### config.mk
export PLATFORM = sky130hd
export DESIGN_NAME = mult_frame_accum
export DESIGN_NICKNAME = d
export VERILOG_FILES = /design/src/rtl/mult_frame_accum.sv
export SDC_FILE = /design/constraint.sdc
export NUM_CORES = 1
export LEC_CHECK = 0
export CAP_MARGIN = 20
export CORE_MARGIN = 2
export CORE_UTILIZATION = 59
export CTS_BUF_LIST = sky130_fd_sc_hd__clkbuf_16
export CTS_CLUSTER_DIAMETER = 40
export DETAILED_ROUTE_END_ITERATION = 12
export HOLD_SLACK_MARGIN = 0.06
export PLACE_DENSITY = 0.91
export SLEW_MARGIN = 20
export SYNTH_ARGS = -nofsm -noshare
export SYNTH_HDL_FRONTEND = slang
export SYNTH_SLANG_ARGS = --single-unit
export TNS_END_PERCENT = 1
### constraint.sdc
create_clock -name clk -period 6.2 [get_ports clk]
set_input_delay 1.24 -clock clk [delete_from_list [all_inputs] [get_ports clk]]
set_output_delay 1.24 -clock clk [all_outputs]
set_load 0.005 [all_outputs]
### src/rtl/mult_frame_accum.sv
// mult_frame_accum: sums FRAME_LEN consecutive accepted 16-bit products into
// one frame total and presents it on a registered valid/ready output port.
//
// Optional feature macro: ACC_SAT_EN (defined: the running sum saturates at
// 2^ACC_W-1 on carry out; undefined: the sum wraps modulo 2^ACC_W). In both
// builds ovf reports that the frame total exceeded ACC_W bits.
//
// Ports:
//   clk        in   clock, rising edge
//   rst        in   synchronous active-low reset
//   in_valid   in   product valid this cycle
//   in_ready   out  product can be accepted this cycle (combinational)
//   product    in   16-bit multiplier output sample
//   clr        in   synchronous clear of the partial frame
//   out_valid  out  frame total available (registered)
//   out_ready  in   downstream accepts the frame total
//   acc_out    out  frame total (registered)
//   ovf        out  frame total overflowed ACC_W (registered with acc_out)
module mult_frame_accum #(
   parameter int unsigned FRAME_LEN = 16,
   parameter int unsigned ACC_W     = 20
) (
   input  logic             clk,
   input  logic             rst,
   input  logic             in_valid,
   output logic             in_ready,
   input  logic [15:0]      product,
   input  logic             clr,
   output logic             out_valid,
   input  logic             out_ready,
   output logic [ACC_W-1:0] acc_out,
   output logic             ovf
);

   localparam int unsigned CNT_W = $clog2(FRAME_LEN + 1);
   localparam int unsigned SUM_W = ACC_W + 1;

   typedef enum logic [1:0] {
      IDLE  = 2'd0,
      ACCUM = 2'd1,
      HOLD  = 2'd2
   } state_t;

   state_t             state_q, state_d;
   logic [ACC_W-1:0]   acc_q, acc_d;
   logic [CNT_W-1:0]   cnt_q, cnt_d;
   logic               ovf_run_q, ovf_run_d;
   logic               out_valid_q, out_valid_d;
   logic [ACC_W-1:0]   acc_out_q, acc_out_d;
   logic               ovf_q, ovf_d;

   logic               accept;
   logic               drain;
   logic [SUM_W-1:0]   sum;
   logic               carry;
   logic [ACC_W-1:0]   add_res;

   // Input handshake: HOLD only takes a new sample when the total drains
   // in the same cycle, so a new frame can start with no bubble.
   always_comb begin
      in_ready = 1'b0;
      if (rst && !clr) begin
         if (state_q == HOLD) begin
            in_ready = out_ready;
         end else begin
            in_ready = 1'b1;
         end
      end
   end

   assign accept = in_valid & in_ready;
   assign drain  = out_valid_q & out_ready;

   // One extra bit catches the carry out of the accumulator width.
   assign sum   = SUM_W'(acc_q) + SUM_W'(product);
   assign carry = sum[ACC_W];

`ifdef ACC_SAT_EN
   // Clamp on carry; once at the max value every later add carries or adds
   // zero, so the clamp holds for the rest of the frame.
   assign add_res = carry ? {ACC_W{1'b1}} : sum[ACC_W-1:0];
`else
   assign add_res = sum[ACC_W-1:0];
`endif

   // Next-state and output logic.
   always_comb begin
      state_d     = state_q;
      acc_d       = acc_q;
      cnt_d       = cnt_q;
      ovf_run_d   = ovf_run_q;
      out_valid_d = out_valid_q;
      acc_out_d   = acc_out_q;
      ovf_d       = ovf_q;

      case (state_q)
         IDLE: begin
            if (accept) begin
               acc_d     = ACC_W'(product);
               cnt_d     = CNT_W'(1);
               ovf_run_d = 1'b0;
               state_d   = ACCUM;
            end
         end
         ACCUM: begin
            if (accept) begin
               if (cnt_q == CNT_W'(FRAME_LEN - 1)) begin
                  acc_out_d   = add_res;
                  ovf_d       = ovf_run_q | carry;
                  out_valid_d = 1'b1;
                  acc_d       = '0;
                  cnt_d       = '0;
                  ovf_run_d   = 1'b0;
                  state_d     = HOLD;
               end else begin
                  acc_d     = add_res;
                  cnt_d     = cnt_q + CNT_W'(1);
                  ovf_run_d = ovf_run_q | carry;
               end
            end
         end
         HOLD: begin
            if (drain) begin
               out_valid_d = 1'b0;
               if (accept) begin
                  acc_d     = ACC_W'(product);
                  cnt_d     = CNT_W'(1);
                  ovf_run_d = 1'b0;
                  state_d   = ACCUM;
               end else begin
                  state_d = IDLE;
               end
            end
         end
         default: begin
            state_d = IDLE;
         end
      endcase

      // Clear drops the partial frame only; a pending total still drains.
      if (clr) begin
         acc_d     = '0;
         cnt_d     = '0;
         ovf_run_d = 1'b0;
         if (state_q != HOLD) begin
            state_d = IDLE;
         end
      end
   end

   // State and output registers.
   always_ff @(posedge clk) begin
      if (!rst) begin
         state_q     <= IDLE;
         acc_q       <= '0;
         cnt_q       <= '0;
         ovf_run_q   <= 1'b0;
         out_valid_q <= 1'b0;
         acc_out_q   <= '0;
         ovf_q       <= 1'b0;
      end else begin
         state_q     <= state_d;
         acc_q       <= acc_d;
         cnt_q       <= cnt_d;
         ovf_run_q   <= ovf_run_d;
         out_valid_q <= out_valid_d;
         acc_out_q   <= acc_out_d;
         ovf_q       <= ovf_d;
      end
   end

   assign out_valid = out_valid_q;
   assign acc_out   = acc_out_q;
   assign ovf       = ovf_q;

endmodule

==> flow_summary.json <==
{
  "status": "completed",
  "final_antenna_net_count": 0,
  "timing.rr.start": "acc_q[0]$_SDFFE_PP0P_",
  "ys_ff_latch": 50,
  "area_growth_pct": 20.42,
  "swShare_pct": 26.07,
  "cts_resized": 0,
  "yosys-top-cells-count": "50 x dfxtp_1, 41 x nand2_1, 37 x nor2_1",
  "antennaDiodeCount": 0,
  "switchingPower_mw": 0.1788,
  "worst_hold_path.endpoint": "acc_out[11]$_SDFFE_PN0P_",
  "die_w_um": 74.90,
  "startpoint_type": "primary input",
  "dpl.hpwl_um": 5478,
  "grt_max_degree": 25,
  "yosysMostFrequentCell": "dfxtp_1",
  "post_drt_wl_per_cell_um": 16.50,
  "die-area_sq_um": 5609,
  "layout_setup_ws_ns": 1.527,
  "grt_pass1_vias": 2725,
  "h-tree-depth": 2,
  "path_clk_slew_ns": 0.07,
  "postCtsSetupRepairBufs": 0,
  "whs_ns": 0.4524,
  "max-slew-margin-rel_pct": 37.18,
  "clk_latency_ns": 0.29,
  "drt-pass1-iter-count": 6,
  "cts_sinks": 50,
  "reg2reg_depth": 9,
  "io_pins": 44,
  "drive_above_1_share_pct": 4.691,
  "p_comb_share_pct": 12.7,
  "fin_crit_ns": 4.673,
  "crit_path_end_kind": "primary output",
  "drtIter0Drc": 359,
  "path_class": "primary input to primary output",
  "post-route-period-util_pct": 75.37,
  "synth_area_leader_cell": "dfxtp_1",
  "pwr-share-clk_pct": 39.9,
  "worstPathMaxFanout": 17,
  "tightest_slew_ns": 0.9366,
  "antenna_found_initial": 0,
  "layout.nets": 443,
  "rsz0062_at_grt": "no",
  "synth_cells": 373,
  "core_area_sq_um": 4786,
  "grt_overflow": 0,
  "cts_root_buf": "clkbuf_16",
  "timing.critical_path.arrival_ns": 3.43,
  "hold_depth": 2,
  "fin_util_pct": 74.61,
  "power.leakage_nw": 1.395,
  "total_power_mw": 0.6861,
  "setup_violations": 0,
  "reg2reg_to": "ovf$_SDFFE_PN0P_",
  "synth-main-ff-cell": "dfxtp_1",
  "setup_tns_ns": 0,
  "placementRows": 25,
  "grt_pass1_wl_um": 12900,
  "die_y_um": 74.90,
  "clockBufferDepth": 2,
  "synth_top_cell_area_share_pct": 33.76,
  "hold_buffers": 0,
  "min_path_type": "flip-flop to flip-flop",
  "hold_start": "acc_out[11]$_SDFFE_PN0P_",
  "syn-num-nets": 412,
  "postSynthAreaPerCell_sq_um": 7.950,
  "rrSetupSlack_ns": 3.45,
  "initial_utilization_pct": 61.96,
  "drc": 0,
  "ys_seq_area_share_pct": 33.76,
  "cts_tree": "built",
  "routed_via_density": 6.358,
  "max_cap_viol_count": 0,
  "internal-power_mw": 0.5073,
  "yosys-top-cells-area": "dfxtp_1 34%, ha_1 7.2%, a21oi_1 5.9%",
  "grt_usage_pct": 29.74,
  "ys_types": 52,
  "timing.fmax_mhz": 214.0,
  "crit_required_ns": 4.96,
  "async_reset_ff_share_pct": 0,
  "final-hold-violation-count": 0,
  "port_buffers": 43,
  "vias": 3001,
  "cts_buffers": 5,
  "routabilityCongestion": 0.9327,
  "ir_drop_mv": 0.1084,
  "wl_um": 7790,
  "dp_slack_ns": 1.567,
  "seq_power_share_pct": 47.4,
  "skew_ns": 0.005000,
  "syn_area_sq_um": 2965,
  "synth_edf_count": 0,
  "slew_violations": 0,
  "ys_warn_count": 0,
  "power_density_nw_per_um2": 192.1
}
## power groups by stage
stage                     clock network, mW  registers, mW  logic (mW)
after floorplan                           0          0.332      0.0536
after global placement                    0          0.332      0.0828
after detailed placement                  0          0.333      0.0845
after CTS                             0.274          0.325      0.0850
after global routing                  0.289          0.325      0.0948
final                                 0.274          0.325      0.0873
## worst max-delay path: stages
cell,delay [ns]
clkdlybuf4s50_1,0.89
nand2b_1,0.56
nor2_1,0.23
clkdlybuf4s50_1,0.52
## placed cells by master (no fill, tap or decap), types with 3 or more instances in the layout
master           netlist  final
a31oi_1                6      6
nand4b_1               3      3
dfxtp_1               50     50
clkdlybuf4s50_1        0     43
buf_4                  0      3
o21ai_0               25     25
nand4_1                7      7
mux2i_1                3      3
a221oi_1               6      6
ha_1                  17     17
a222oi_1               5      5
nor2_1                37     37
and3_1                 5      5
o211ai_1               4      4
inv_1                 10     10
nand3_1               18     18
xnor2_1                8      8
and2_1                 3      3
a21o_1                 7      7
o31a_1                 3      3
a211oi_1               5      5
nor3_1                 6      6
clkbuf_16              0      5
o21a_1                 4      4
nand2b_1               3      3
o22ai_1                3      3
a21oi_1               35     35
xor2_1                 6      6
nand2_1               41     41
## per-stage QoR
stage,area [sq um],std cells
3_5_place_dp,3425,464
4_1_cts,3571,472
2_1_floorplan,2965,373
5_1_grt,3571,472
6_report,3571,472
3_3_place_gp,3425,464
## logic make-up after synthesis
kind of cell / after synthesis / synth area share (%)
AND/OR/NAND/NOR: 133 / 21.06
adder cells (fa/ha/maj): 18 / 7.848
XOR/XNOR: 14 / 4.135
flip-flops: 50 / 33.76
multiplexers: 4 / 1.392
AO/OA/AOI/OAI: 122 / 27.72
buffers and inverters: 32 / 4.093
## registers in the layout (all words and copies together) (netlist names)
| register | cells |
|---|---|
| ovf_run_q | 1 |
| ovf | 1 |
| cnt_q | 5 |
| out_valid | 1 |
| acc_q | 20 |
| acc_out | 20 |
| state_q | 2 |
## worst max-delay path by stage
| stage | from | to | slack [ns] | depth (start not counted) |
|---|---|---|---|---|
| 2_1_floorplan | rst | in_ready | 2.89 | 5 |
| 3_3_place_gp | rst | in_ready | 1.60 | 4 |
| 3_5_place_dp | rst | in_ready | 1.57 | 4 |
| 4_1_cts | rst | in_ready | 1.56 | 4 |
| 5_1_grt | rst | in_ready | 1.45 | 4 |
| 6_report | rst | in_ready | 1.53 | 4 |
## metal layers
layer | vias up | GRT usage, % | part of all wire (%) | wire (um)
li1 | 1439 | - | - | -
met1 | 1382 | 40.07 | 44 | 3420
met4 | 0 | 9.722 | 1.3 | 100
met3 | 10 | 5.890 | 8.6 | 668
met2 | 170 | 47.95 | 46 | 3600
met5 | - | 0 | 0 | 0
## area by class of cell
cell class | count | area, sq um
multi-input cells | 291 | 1849
inverters | 10 | 37.54
flip-flops and latches | 50 | 1001
repair buffers | 46 | 452.9
clock inverters | 3 | 21.27
fillers | 354 | 1215
clock buffers | 5 | 125.1
well taps | 67 | 83.83
(Power assumes the default switching activity.)
